[config.mk]
export PLATFORM = sky130hd
export DESIGN_NAME = pipe_adder_n
export DESIGN_NICKNAME = d
export VERILOG_FILES = /design/src/rtl/pipe_adder_pkg.sv /design/src/rtl/pipe_adder_stage.sv /design/src/rtl/pipe_adder_n.sv
export SDC_FILE = /design/constraint.sdc
export NUM_CORES = 1
export LEC_CHECK = 0
export CORE_AREA = 4 4 133 135
export DETAILED_ROUTE_END_ITERATION = 8
export DIE_AREA = 0 0 137 139
export PLACE_DENSITY_LB_ADDON = 0.3
export SYNTH_ARGS = -nofsm -noshare
export SYNTH_HDL_FRONTEND = slang
export SYNTH_SLANG_ARGS = --single-unit
[constraint.sdc]
create_clock -name clk -period 2.7 [get_ports clk]
set_input_delay 0.54 -clock clk [delete_from_list [all_inputs] [get_ports clk]]
set_output_delay 0.54 -clock clk [all_outputs]
set_load 0.005 [all_outputs]
[src/rtl/pipe_adder_pkg.sv]
// pipe_adder_pkg: shared chunk-width derivation and parameter legality check for pipe_adder_n
package pipe_adder_pkg;
  function automatic int chunk_width(input int width, input int stages);
    return width / stages;
  endfunction
  function automatic bit widths_ok(input int width, input int stages);
    return stages >= 1 && width % stages == 0;
  endfunction
endpackage

[src/rtl/pipe_adder_stage.sv]
// pipe_adder_stage: one CW-bit carry-chain chunk with carry, valid, skew (A/B') and deskew (sum) registers
//   en          pipeline advance; every register holds when low
//   v_in/v_q    stage valid in/out
//   c_in/c_q    carry from previous stage / carry out of this chunk
//   a_in,b_in   operands (B already conditioned for subtract), forwarded as a_q,b_q
//   s_in/s_q    partially assembled sum; this stage fills chunk K
module pipe_adder_stage #(
  parameter int WIDTH = 8,
  parameter int CW = 4,
  parameter int K = 0
) (
  input  logic             clk,
  input  logic             rst,
  input  logic             en,
  input  logic             v_in,
  input  logic             c_in,
  input  logic [WIDTH-1:0] a_in,
  input  logic [WIDTH-1:0] b_in,
  input  logic [WIDTH-1:0] s_in,
  output logic             v_q,
  output logic             c_q,
  output logic [WIDTH-1:0] a_q,
  output logic [WIDTH-1:0] b_q,
  output logic [WIDTH-1:0] s_q
);
  logic [CW:0] r;
  assign r = {1'b0, a_in[K*CW +: CW]} + {1'b0, b_in[K*CW +: CW]} + {{CW{1'b0}}, c_in};
  // data only moves with a valid token so bubbles leave the last result untouched
  always_ff @(posedge clk) begin
    if (rst) begin
      v_q <= 1'b0;
      c_q <= 1'b0;
      a_q <= '0;
      b_q <= '0;
      s_q <= '0;
    end else if (en) begin
      v_q <= v_in;
      if (v_in) begin
        c_q <= r[CW];
        a_q <= a_in;
        b_q <= b_in;
        s_q <= s_in;
        s_q[K*CW +: CW] <= r[CW-1:0];
      end
    end
  end
endmodule

[src/rtl/pipe_adder_n.sv]
// pipe_adder_n: pipelined WIDTH-bit add/subtract split into STAGES carry chunks with valid/ready backpressure
//   in_valid/in_ready    operand handshake; A, B, Cin, Sub sampled on transfer
//   out_valid/out_ready  result handshake; Sum, Cout, V, Z held until taken
//   Sub=1 computes A - B - Cin with Cout=1 meaning no borrow
module pipe_adder_n
  import pipe_adder_pkg::*;
#(
  parameter int WIDTH = 32,
  parameter int STAGES = 4
) (
  input  logic             clk,
  input  logic             rst,
  input  logic             in_valid,
  output logic             in_ready,
  input  logic [WIDTH-1:0] A,
  input  logic [WIDTH-1:0] B,
  input  logic             Cin,
  input  logic             Sub,
  output logic             out_valid,
  input  logic             out_ready,
  output logic [WIDTH-1:0] Sum,
  output logic             Cout,
  output logic             V,
  output logic             Z
);
  localparam int CW = chunk_width(WIDTH, STAGES);
  if (!widths_ok(WIDTH, STAGES)) begin : g_bad
    $error("pipe_adder_n: WIDTH must be a multiple of STAGES and STAGES >= 1");
  end
  logic             en;
  logic             v_w [STAGES+1];
  logic             c_w [STAGES+1];
  logic [WIDTH-1:0] a_w [STAGES+1];
  logic [WIDTH-1:0] b_w [STAGES+1];
  logic [WIDTH-1:0] s_w [STAGES+1];
  // the whole pipe advances unless a finished result is waiting on the consumer
  assign en       = !out_valid || out_ready;
  assign in_ready = en;
  assign v_w[0]   = in_valid;
  assign c_w[0]   = Sub ? ~Cin : Cin;
  assign a_w[0]   = A;
  assign b_w[0]   = Sub ? ~B : B;
  assign s_w[0]   = '0;
  for (genvar k = 0; k < STAGES; k++) begin : g_stage
    pipe_adder_stage #(.WIDTH(WIDTH), .CW(CW), .K(k)) u_stage (
      .clk  (clk),
      .rst  (rst),
      .en   (en),
      .v_in (v_w[k]),
      .c_in (c_w[k]),
      .a_in (a_w[k]),
      .b_in (b_w[k]),
      .s_in (s_w[k]),
      .v_q  (v_w[k+1]),
      .c_q  (c_w[k+1]),
      .a_q  (a_w[k+1]),
      .b_q  (b_w[k+1]),
      .s_q  (s_w[k+1])
    );
  end
  assign out_valid = v_w[STAGES];
  assign Sum       = s_w[STAGES];
  assign Cout      = c_w[STAGES];
  assign Z         = Sum == '0;
  // signed overflow: like-signed operands producing a result of the other sign
  assign V = (a_w[STAGES][WIDTH-1] == b_w[STAGES][WIDTH-1]) && (Sum[WIDTH-1] != a_w[STAGES][WIDTH-1]);
endmodule
==> flow_metrics.tcl <==
set metrics [dict create \
    finalHoldViolations 0 \
    worst_slack_ns 0.123 \
    vias_per_cell 5.16 \
    final-setup-viol-count 0 \
    p_comb_share_pct 10.7 \
    clockBufferDepth 2 \
    fin_skew_ns 0.0101 \
    synth_mux_area_share_pct 0 \
    cts.sinks 186 \
    cts_tree "built" \
    yosysUniqueCellTypes 52 \
    placed_area_um2 9280 \
    hold_slack_ns 0.450 \
    fill_cells 1525 \
    cp-endpoint "Z" \
    synth-seq-cells 186 \
    die_h_um 139 \
    relSlewSlack_pct 60.8 \
    nNetsFinal 1163 \
    cellPowerDensity_nw_per_um2 614 \
    num_io_pins 107 \
    wire_per_inst_um 13.6 \
    reg2reg_slack_ns 0.58 \
    drtAntennaViolNets 0 \
    num_rows 47 \
    yosysTopAreaCellShare_pct 46.1 \
    r2r_start "g_stage[0].u_stage.a_q[8]$_SDFFE_PP0P_" \
    stdcell_area_um2 9870 \
    power_frac_seq_pct 47.9 \
    path_max_fanout 3 \
    async_reset_ff_share_pct 0 \
    n_antenna_cell 0 \
    grt_pass1_wl_um 28900 \
    fin_crit_ns 2.58 \
    vias 6652 \
    syn_avg_cell_area_um2 8.29 \
    grt_busiest_layer "met1" \
    met3_usage_pct 3.45 \
    rsz0062_at_grt "false" \
    die-area_um2 19000 \
    h-tree-depth 4 \
    p_sw_w 0.00145 \
    synth_top_family_by_area "simple AND/OR/NAND/NOR gates" \
    synthXorXnorAreaFrac_pct 4.12 \
    cts_resized 0 \
    wl_um 17500 \
    post-dp-hpwl_um 12700 \
    synth.largest_area_cell "dfxtp_1" \
    worst_r2r_endpoint "g_stage[1].u_stage.s_q[14]$_SDFFE_PP0P_" \
    regArea_um2 3720 \
    grtUsageMet2_pct 25.9 \
    clkPwrFrac_pct 41.4 \
    core-area_um2 16500 \
    end_kind "primary output" \
    area_delta_synth_final_pct 22.3 \
    cts_made_buffers 17 \
    grt_max_degree 58 \
    p_leak_nw 3.58 \
    clock_latency_ns 0.43 \
    criticalPathCategory "flop to primary output" \
    grt_usage_pct 18.4 \
    drt_iter0_markers 483 \
    swShare_pct 24.0 \
    clk_pin_slew_ns 0.07 \
    synth_area_leaders "dfxtp_1 46%, nand2_1 13%, a21oi_1 9.5%" \
    grt_antenna_before_repair 0 \
    synth-simple-area-share_pct 19.7 \
    syn_inst 974 \
    postCtsSetupBuffers 0 \
    arrival_ns 2.04 \
    hold_start "g_stage[0].u_stage.a_q[18]$_SDFFE_PP0P_" \
    drive_gt1_share_pct 6.82 \
    drc_errors 0 \
    start_util_pct 49.0 \
    cts-root-buf "clkbuf_16" \
    fmax_ghz 0.388 \
    synthFlopType "dfxtp_1" \
    place_congestion 0.843 \
    start_kind "flop" \
    tightest_slew_ns 0.588 \
    synth.yosys.seq_area_share_pct 46.1 \
    final_util_pct 60.0 \
    final_common_cell "nand2_1" \
    hold_buffers 0 \
    firstDrtPassIters 5 \
    synth_area_um2 8080 \
    drv_cap 0 \
    slew_viol_final 0 \
    period_share_pct 95.4 \
    portBuffers 106 \
    use_met1_pct 28.4 \
    irDropWorstVdd_mv 0.482 \
    layout_common_cells "273 x nand2_1, 186 x dfxtp_1, 153 x a21oi_1" \
    internal-power_w 0.00461 \
    yosys_warnings 0 \
    overflow 0 \
    rr_worst_depth 8 \
    synth-compound-area-share_pct 18.9 \
    grt_pass1_vias 6019 \
    synthAdderAreaFrac_pct 6.32 \
    die_x_um 137 \
    status "complete, no violations" \
    critPathLaunch "g_stage[3].u_stage.s_q[7]$_SDFFE_PP0P_" \
    required_ns 2.16 \
    syn_nets 1080 \
    synth_edf_count 0 \
    pre_cts_ws_ns -0.304 \
    multi_input_area_um2 3970 \
    min_path_type "flop to flop" \
]
kinds of logic after synthesis:
family / after synthesis
XOR/XNOR: 38
AO/OA/AOI/OAI: 256
buffers and inverters: 76
flip-flops: 186
adder cells (fa/ha/maj): 36
AND/OR/NAND/NOR: 382
metal layers:
metal | vias up | wire length, um
met1 | 2996 | 9010
met5 | - | 0
met3 | 17 | 847
met4 | 0 | 199
li1 | 3493 | -
met2 | 146 | 7440
cell usage after synthesis (3+ instances only):
| library cell | n |
|---|---|
| nand2_1 | 273 |
| dfxtp_1 | 186 |
| a21oi_1 | 153 |
| nor2_1 | 51 |
| a211oi_1 | 34 |
| ha_1 | 28 |
| buf_2 | 27 |
| xnor2_1 | 25 |
| clkbuf_1 | 23 |
| o21ai_0 | 23 |
| xor2_1 | 13 |
| nor4_1 | 11 |
| inv_1 | 9 |
| buf_4 | 8 |
| fa_1 | 8 |
| o211ai_1 | 8 |
| nand3_1 | 7 |
| a211o_1 | 6 |
| buf_6 | 6 |
| nand4_1 | 6 |
| nor3_1 | 6 |
| nor2b_1 | 5 |
| a211oi_2 | 4 |
| a21o_1 | 4 |
| and2_1 | 4 |
| o21a_1 | 4 |
| o22ai_1 | 4 |
| or4_1 | 4 |
| nor4b_1 | 3 |
| o21bai_1 | 3 |
worst min path at each step:
| stage | endpoint | slack (ns) | cells past startpoint |
|---|---|---|---|
| 2_1_floorplan | g_stage[3].u_stage.s_q[23]$_SDFFE_PP0P_ | 0.43 | 2 |
| 3_3_place_gp | g_stage[1].u_stage.b_q[26]$_SDFFE_PP0P_ | 0.44 | 2 |
| 3_5_place_dp | g_stage[1].u_stage.a_q[24]$_SDFFE_PP0P_ | 0.45 | 2 |
| 4_1_cts | g_stage[1].u_stage.a_q[24]$_SDFFE_PP0P_ | 0.45 | 2 |
| 5_1_grt | g_stage[1].u_stage.a_q[16]$_SDFFE_PP0P_ | 0.47 | 2 |
| 6_report | g_stage[1].u_stage.a_q[18]$_SDFFE_PP0P_ | 0.45 | 2 |
area by class of cell:
class	count	share of cell area, %
Inverter	11	0.443
Tap cell	220	2.79
Clock inverter	14	1.72
Clock buffer	18	4.35
Multi-Input combinational cell	712	40.2
Sequential cell	186	37.7
Timing Repair Buffer	129	12.8
worst max-delay path: stages, from the launching register on:
cell and delay [ns]:
dfxtp_1 0.33, nor4_1 0.49, nand4_1 0.15, nor2_1 0.13, clkdlybuf4s50_1 0.50
per-stage QoR:
step                      power [W]  TNS (ns)  instances
after global placement      0.00360    -0.653       1258
after floorplan             0.00339         0        974
after detailed placement    0.00362    -0.812       1258
final                       0.00607         0       1290
after CTS                   0.00611         0       1290
after global routing        0.00631         0       1290
power by group through the flow:
stage          Combinational [W]  Sequential (W)  Clock (W)
6_report                0.000648         0.00291    0.00251
5_1_grt                 0.000725         0.00292    0.00267
4_1_cts                 0.000650         0.00291    0.00255
3_5_place_dp            0.000646         0.00297          0
3_3_place_gp            0.000637         0.00297          0
2_1_floorplan           0.000443         0.00295          0
state kept, by name (all words and copies together) (netlist names):
register / count
g_stage.u_stage.s_q: 80
g_stage.u_stage.a_q: 49
g_stage.u_stage.b_q: 49
g_stage.u_stage.c_q: 4
g_stage.u_stage.v_q: 4
(Power assumes the default switching activity.)
